`src/rtl/inv_sbox_pipe.sv`:
```
// Three-stage pipelined AES inverse S-box (InvSubBytes) built on the composite field GF((2^4)^2),
// with valid/ready handshaking and a skid-free, bubble-collapsing stall scheme.
module inv_sbox_pipe (
  input  logic       clk_i,
  input  logic       rst_i,
  input  logic       valid_i,
  output logic       ready_o,
  input  logic [7:0] data_i,
  output logic       valid_o,
  input  logic       ready_i,
  output logic [7:0] data_o
);

  localparam int DATA_W = 8;

  // GF(4) = GF(2)[z]/(z^2+z+1); GF(16) = GF(4)[y]/(y^2+y+phi), phi = z; GF(256) uses x^2+x+lambda
  function automatic logic [1:0] gf4_mul(input logic [1:0] a, input logic [1:0] b);
    logic hh;
    hh = a[1] & b[1];
    return {hh ^ (a[1] & b[0]) ^ (a[0] & b[1]), hh ^ (a[0] & b[0])};
  endfunction

  function automatic logic [1:0] gf4_sq(input logic [1:0] a);
    return {a[1], a[1] ^ a[0]};
  endfunction

  function automatic logic [1:0] gf4_mulphi(input logic [1:0] a);
    return {a[1] ^ a[0], a[1]};
  endfunction

  function automatic logic [3:0] gf16_mul(input logic [3:0] a, input logic [3:0] b);
    logic [1:0] hh;
    logic [1:0] hi;
    logic [1:0] lo;
    hh = gf4_mul(a[3:2], b[3:2]);
    hi = hh ^ gf4_mul(a[3:2], b[1:0]) ^ gf4_mul(a[1:0], b[3:2]);
    lo = gf4_mulphi(hh) ^ gf4_mul(a[1:0], b[1:0]);
    return {hi, lo};
  endfunction

  function automatic logic [3:0] gf16_sq(input logic [3:0] q);
    return {q[3], q[3] ^ q[2], q[2] ^ q[1], q[3] ^ q[1] ^ q[0]};
  endfunction

  function automatic logic [3:0] gf16_mullambda(input logic [3:0] q);
    return {q[2] ^ q[0], q[3] ^ q[2] ^ q[1] ^ q[0], q[3], q[2]};
  endfunction

  // Inverse via the GF(4) norm; GF(4) inverse equals squaring, so 0 maps to 0 naturally
  function automatic logic [3:0] gf16_inv(input logic [3:0] q);
    logic [1:0] e;
    logic [1:0] ei;
    e  = gf4_mulphi(gf4_sq(q[3:2])) ^ gf4_mul(q[3:2], q[1:0]) ^ gf4_sq(q[1:0]);
    ei = gf4_sq(e);
    return {gf4_mul(q[3:2], ei), gf4_mul(q[3:2] ^ q[1:0], ei)};
  endfunction

  function automatic logic [DATA_W-1:0] inv_affine(input logic [DATA_W-1:0] a);
    return {a[6:0], a[7]} ^ {a[4:0], a[7:5]} ^ {a[1:0], a[7:2]} ^ 8'h05;
  endfunction

  function automatic logic [DATA_W-1:0] iso(input logic [DATA_W-1:0] q);
    return {q[7] ^ q[5],
            q[7] ^ q[6] ^ q[4] ^ q[3] ^ q[2] ^ q[1],
            q[7] ^ q[5] ^ q[3] ^ q[2],
            q[7] ^ q[5] ^ q[3] ^ q[2] ^ q[1],
            q[7] ^ q[6] ^ q[2] ^ q[1],
            q[7] ^ q[4] ^ q[3] ^ q[2] ^ q[1],
            q[6] ^ q[4] ^ q[1],
            q[6] ^ q[1] ^ q[0]};
  endfunction

  function automatic logic [DATA_W-1:0] iso_inv(input logic [DATA_W-1:0] q);
    return {q[7] ^ q[6] ^ q[5] ^ q[1],
            q[6] ^ q[2],
            q[6] ^ q[5] ^ q[1],
            q[6] ^ q[5] ^ q[4] ^ q[2] ^ q[1],
            q[5] ^ q[4] ^ q[3] ^ q[2] ^ q[1],
            q[7] ^ q[4] ^ q[3] ^ q[2] ^ q[1],
            q[5] ^ q[4],
            q[6] ^ q[5] ^ q[4] ^ q[2] ^ q[0]};
  endfunction

  logic        vld_p0, vld_p1, vld_p2;
  logic        adv_p0, adv_p1, adv_p2;
  logic [3:0]  ah_p0, al_p0, sum_p0, sq_p0;
  logic [3:0]  ah_p1, sum_p1, dinv_p1;
  logic [DATA_W-1:0] a_iso;
  logic [3:0]  d_p0;

  assign adv_p2  = ~vld_p2 | ready_i;
  assign adv_p1  = ~vld_p1 | adv_p2;
  assign adv_p0  = ~vld_p0 | adv_p1;
  assign ready_o = ~rst_i & adv_p0;
  assign valid_o = vld_p2;

  assign a_iso = iso(inv_affine(data_i));
  assign d_p0  = sq_p0 ^ gf16_mul(sum_p0, al_p0);

  always_ff @(posedge clk_i) begin
    if (rst_i) begin
      vld_p0 <= 1'b0;
      vld_p1 <= 1'b0;
      vld_p2 <= 1'b0;
    end else begin
      if (adv_p0) vld_p0 <= valid_i;
      if (adv_p1) vld_p1 <= vld_p0;
      if (adv_p2) vld_p2 <= vld_p1;
    end
  end

  // Stage 1: inverse affine, isomorphic map, sum and lambda-scaled square
  always_ff @(posedge clk_i) begin
    if (adv_p0 && valid_i) begin
      ah_p0  <= a_iso[7:4];
      al_p0  <= a_iso[3:0];
      sum_p0 <= a_iso[7:4] ^ a_iso[3:0];
      sq_p0  <= gf16_mullambda(gf16_sq(a_iso[7:4]));
    end
  end

  // Stage 2: norm and GF(16) inverse
  always_ff @(posedge clk_i) begin
    if (adv_p1 && vld_p0) begin
      ah_p1   <= ah_p0;
      sum_p1  <= sum_p0;
      dinv_p1 <= gf16_inv(d_p0);
    end
  end

  // Stage 3: GF(16) products and inverse isomorphic map
  always_ff @(posedge clk_i) begin
    if (rst_i) begin
      data_o <= '0;
    end else if (adv_p2 && vld_p1) begin
      data_o <= iso_inv({gf16_mul(ah_p1, dinv_p1), gf16_mul(sum_p1, dinv_p1)});
    end
  end

endmodule

```
`config.mk`:
```
export PLATFORM = sky130hd
export DESIGN_NAME = inv_sbox_pipe
export DESIGN_NICKNAME = d
export VERILOG_FILES = /design/src/rtl/inv_sbox_pipe.sv
export SDC_FILE = /design/constraint.sdc
export NUM_CORES = 1
export LEC_CHECK = 0
export CAP_MARGIN = 20
export CORE_MARGIN = 2
export CORE_UTILIZATION = 58
export DETAILED_ROUTE_END_ITERATION = 6
export HOLD_SLACK_MARGIN = 0.12
export PLACE_DENSITY = 0.79
export SLEW_MARGIN = 40
export SYNTH_ARGS = -nofsm -noshare
export SYNTH_HDL_FRONTEND = slang
export SYNTH_SLANG_ARGS = --single-unit
export TNS_END_PERCENT = 10
```
`constraint.sdc`:
```
create_clock -name clk_i -period 4.01 [get_ports clk_i]
set_input_delay 0.802 -clock clk_i [delete_from_list [all_inputs] [get_ports clk_i]]
set_output_delay 0.802 -clock clk_i [all_outputs]
set_load 0.01 [all_outputs]
```
After elaboration in Yosys (flattened, before gate mapping). Index checks and enable logic that the tools add are counted.

Logic and storage cells: 196. Bits of input ports: 12. Memories kept: 0. Flip-flop bits (word level): 39. Output and inout port bits: 10. Memory bits (writable): 0. Memory bits (read-only): 0. Bits in latches: 0.

Bitwise gates (word level): 182. Shift-type cells: 0. Multiplexer cells: 0. Eq/ne operators: 0. Reduce and logical (&&, ||, !) cells: 3. $lt $le $gt $ge: 0. Add/sub/neg operators: 0. Divide/modulo/power cells: 0. Multiply operators: 0.

Operators by type and width (count): $xor A1 B1 Y1 (97); $and A1 B1 Y1 (61); $xor A2 B2 Y2 (12); $xor A8 B8 Y8 (2); $xor A4 B4 Y4 (2); $not A1 Y1 (4); $logic_and A1 B1 Y1 (3); $or A1 B1 Y1 (3); $not A2 Y2 (1).

Longest topological paths before layout.
Depth after elaboration: 15. Mapped depth: 15. Gate-level depth less buffers: 11.

Least setup slack after synthesis. Ideal clock, no wire load.

Path kind: register -> register. Start: reg sum_p0[0]. End: reg dinv_p1[0] (data pin). Arrival: 2.731 ns. Buffers on the path: 3. Cell stages (with the launch flop): 14. Library setup time: 0.263 ns. Period minus slack after synthesis: 2.994 ns. Slack: 1.016 ns. Required time: 3.747 ns. Cells stage by stage: edfxtp_1 nand2_1 xnor3_1 and3_1 or2_1 buf_2 inv_2 buf_2 ha_1 buf_1 inv_1 o211ai_1 o311ai_0 a2111o_1.

Longest elaborated chain between the ends: 12. Elaborated cells between the ends (all ways): 28. Classes of those cells: bitwise: 28.

RTL lines: from (decl) (RTL line 86) `logic [3:0] ah_p0, al_p0, sum_p0, sq_p0;`; from (signal assigned) (RTL line 117) `sum_p0 <= a_iso[7:4] ^ a_iso[3:0];`; $and A1 B1 Y1 (RTL line 20) `return {hh ^ (a[1] & b[0]) ^ (a[0] & b[1]), hh ^ (a[0] & b[0])};`; $xor A1 B1 Y1 (RTL line 20); $xor A2 B2 Y2, on equally long branches (RTL line 36, 37); $xor A4 B4 Y4 (*) (RTL line 98) `assign d_p0 = sq_p0 ^ gf16_mul(sum_p0, al_p0);`; $and A1 B1 Y1, on equally long branches (RTL line 19, 20); $xor A1 B1 Y1 (2 in series) (RTL line 20); $xor A2 B2 Y2 (2 in series) (RTL line 53) `e = gf4_mulphi(gf4_sq(q[3:2])) ^ gf4_mul(q[3:2], q[1:0]) ^ gf4_sq(q[1:0]);`; $xor A1 B1 Y1 (RTL line 24) `return {a[1], a[1] ^ a[0]};`; $and A1 B1 Y1 (RTL line 20); $xor A1 B1 Y1 (*) (RTL line 20); to (signal assigned) (RTL line 127) `dinv_p1 <= gf16_inv(d_p0);`; to (decl) (RTL line 87) `logic [3:0] ah_p1, sum_p1, dinv_p1;`.

Mark *: on every way between the ends. The rest lies on a longest branch, timed or not. A chain may end at the register's enable or synchronous reset.

Final worst setup path. Same ends and word-level chain as after synthesis.

==> impl_metrics.ini <==
[outcome]
status = complete, no violations

[finish]
instances_no_fill = 346
diodes = 0
drive_above_1_share_pct = 10.3
final_cell_area_um2 = 3090
fin_util_pct = 66.4
syn_to_final_growth_pct = 11.1
final_nets = 304

[worst_hold_path]
hp-class = register to register
whs_path_depth = 0
min_to = ah_p1[1]
hold_start = ah_p0[1]

[sta]
hold_violations = 0
layout_min_cycle_time_ps = 3110
slew_viol_final = 0
rsz0062_at_grt = no
worst_slew_pin_slew_ps = 642
hold_slack_ps = 444
fmax_ghz = 0.322
finalWorstSetupSlack_ps = 900
fin_skew_ps = 9.97
setup_tns_ps = 0
relSlewSlack_pct = 56.9
post-route-period-util_pct = 77.5
setup_violations = 0

[global_routing]
antenna_found_initial = 0
first_global_vias = 1828
grt_start_max_net_pins = 17
grt.overflow.total = 0
groute.usage.overall_pct = 19.5
grt_pass1_wl_mm = 8.03

[cts]
path_clk_slew_ps = 80
cts.sinks = 38
insertion_delay_ps = 290
htree_levels = 2
cts_hold_buf = 0
max-clock-path-buffers = 2
cts_resized = 0
root_buffer = clkbuf_8
cts_made_buffers = 5
cts_tree = built
cts_setup_buffers = 0

[drt]
first_pass_iters = 4
route.detailed.drc = 0
drt_iter0_markers = 106
drtAntennaViolNets = 0
wl_per_cell_um = 13.8
vias = 1964
wirelength_mm = 4.79
vias_per_cell = 5.68

[floorplan]
fp.coreArea_um2 = 4660
ioPinCount = 22
start_util_pct = 59.8
die_width_um = 73.3
dieArea_um2 = 5370
die_height_um = 73.3
rows = 25

[setup_path]
end_kind = register
crit_type = register to register
crit_path_start_kind = register
regToRegSetupSlack_ps = 900
crit_required_ps = 4050
reg2reg_depth = 10
cp_max_fo = 12
r2r_end = dinv_p1[0]
r2r-start = sum_p0[0]
arrival_ps = 3150

[logic_synthesis]
ys_top_cells_by_area = edfxtp_1 29%, xnor2_1 10%, dfxtp_1 7.9%
synthXorXnorAreaFrac_pct = 23.5
synth_ff_type = edfxtp_1
synthArstFlopShare_pct = 0
netlist_instances = 280
synth_top_family_by_area = XOR/XNOR gates
seq_area_frac_synth_pct = 37.0
synthesis.nets = 293
netlist_area_um2 = 2790
post-synth-top-count-cell = xnor2_1
synth-compound-area-share_pct = 14.3
synth_top_area_share_pct = 29.1
synth_area_leader_cell = edfxtp_1
synthMuxAreaShare_pct = 5.62
synth_common_cells = 32 x xnor2_1, 28 x nand2_1, 27 x edfxtp_1
ys_ff_latch = 38
synthAdderAreaFrac_pct = 0.449
yosysWarningCount = 0
synth_edf_count = 27
synthSimpleGateAreaFrac_pct = 14.6
synth_cell_types = 50
syn-mean-instance-area_um2 = 9.95

[place]
dp_hpwl_mm = 3.66
place_worst_setup_slack_ps = 905
gp_congestion = 0.841
portBuffers = 21
placed_area_um2 = 2980
dp.cells = 338

[power_and_ir_drop]
p_total_mw = 2.61
p_leak_nw = 1.15
ir_worst_vdd_mv = 0.470
p_per_area_nw_per_um2 = 845

[job]
max_cap_viol_count = 0
==> placed cells by master (no fill, tap or decap), drive strengths merged, types with 2 or more instances in the layout <==
cell type / Yosys / routed
mux2: 10 / 10
a21oi: 10 / 10
nor3b: 3 / 3
a22oi: 7 / 7
a21o: 2 / 2
clkinvlp: 0 / 2
edfxtp: 27 / 27
nand4: 2 / 2
xnor3: 7 / 7
clkdlybuf4s50: 0 / 21
dfxtp: 11 / 11
and4bb: 2 / 2
xor2: 23 / 23
nor2b: 7 / 7
and3: 2 / 2
a211oi: 13 / 13
nand2: 28 / 28
xnor2: 33 / 33
a2111oi: 2 / 2
nor3: 3 / 3
nand2b: 9 / 9
nand3: 3 / 3
nor2: 19 / 19
inv: 6 / 6
buf: 12 / 2
mux2i: 4 / 4
clkbuf: 7 / 5
o21ai: 13 / 13
o211ai: 2 / 2
==> flip-flops by register name, summed over array words and instances (netlist names) <==
register	cells
ah_p1	4
al_p0	4
ah_p0	3
sum_p0	4
dinv_p1	4
sum_p1	4
valid_o	1
vld_p0	1
data_o	8
sq_p0	4
vld_p1	1
==> where the power goes <==
part / leakage, nW / internal (mW) / switching, mW
clock network: 0.0504 / 0.185 / 0.133
registers: 0.350 / 0.528 / 0.127
logic: 0.746 / 0.829 / 0.812
==> cells by family (layout without fill, tap and decap cells) <==
group	Yosys count	count (layout)
flops	38	38
simple gates	82	82
xor+xnor	63	63
mux	14	14
buf+inv	25	37
fa+ha+maj	1	1
compound gates	57	57
==> layer usage <==
| metal | share of wire [%] | vias to the layer above | global-route usage, % |
|---|---|---|---|
| li1 | - | 1019 | - |
| met1 | 44 | 910 | 22.9 |
| met2 | 52 | 30 | 35.3 |
| met3 | 3.3 | 5 | 4.39 |
| met4 | 0.92 | 0 | 5.66 |
| met5 | 0 | - | 0 |
==> area by class of cell <==
class | instances | area [µm²]
multi-input combinational | 217 | 1630
fill | 385 | 1570
sequential | 38 | 1030
timing repair buffer | 23 | 225
clock buffer | 5 | 68.8
tap | 54 | 67.6
clock inverter | 3 | 45.0
inverter | 6 | 22.5
==> worst max-delay path by stage <==
stage / slack [ps] / cells past startpoint / from / end
after floorplan: 1020 / 13 / sum_p0[0] / dinv_p1[0]
after global placement: 1000 / 5 / ready_i / ready_o
after detailed placement: 910 / 5 / ready_i / ready_o
after CTS: 920 / 5 / ready_i / ready_o
after global routing: 690 / 10 / sum_p0[0] / dinv_p1[0]
final: 900 / 10 / sum_p0[0] / dinv_p1[0]
==> worst max-delay path: stages, from the launching register on <==
cell and delay (ps):
edfxtp_1 470, nand2_1 120, xnor3_1 320, and3_1 210, or2_1 320, inv_2 210
ha_1 340, inv_1 160, o211ai_1 110, o311ai_0 160, a2111o_1 440
Note: power is estimated with default switching activity, not from simulation.
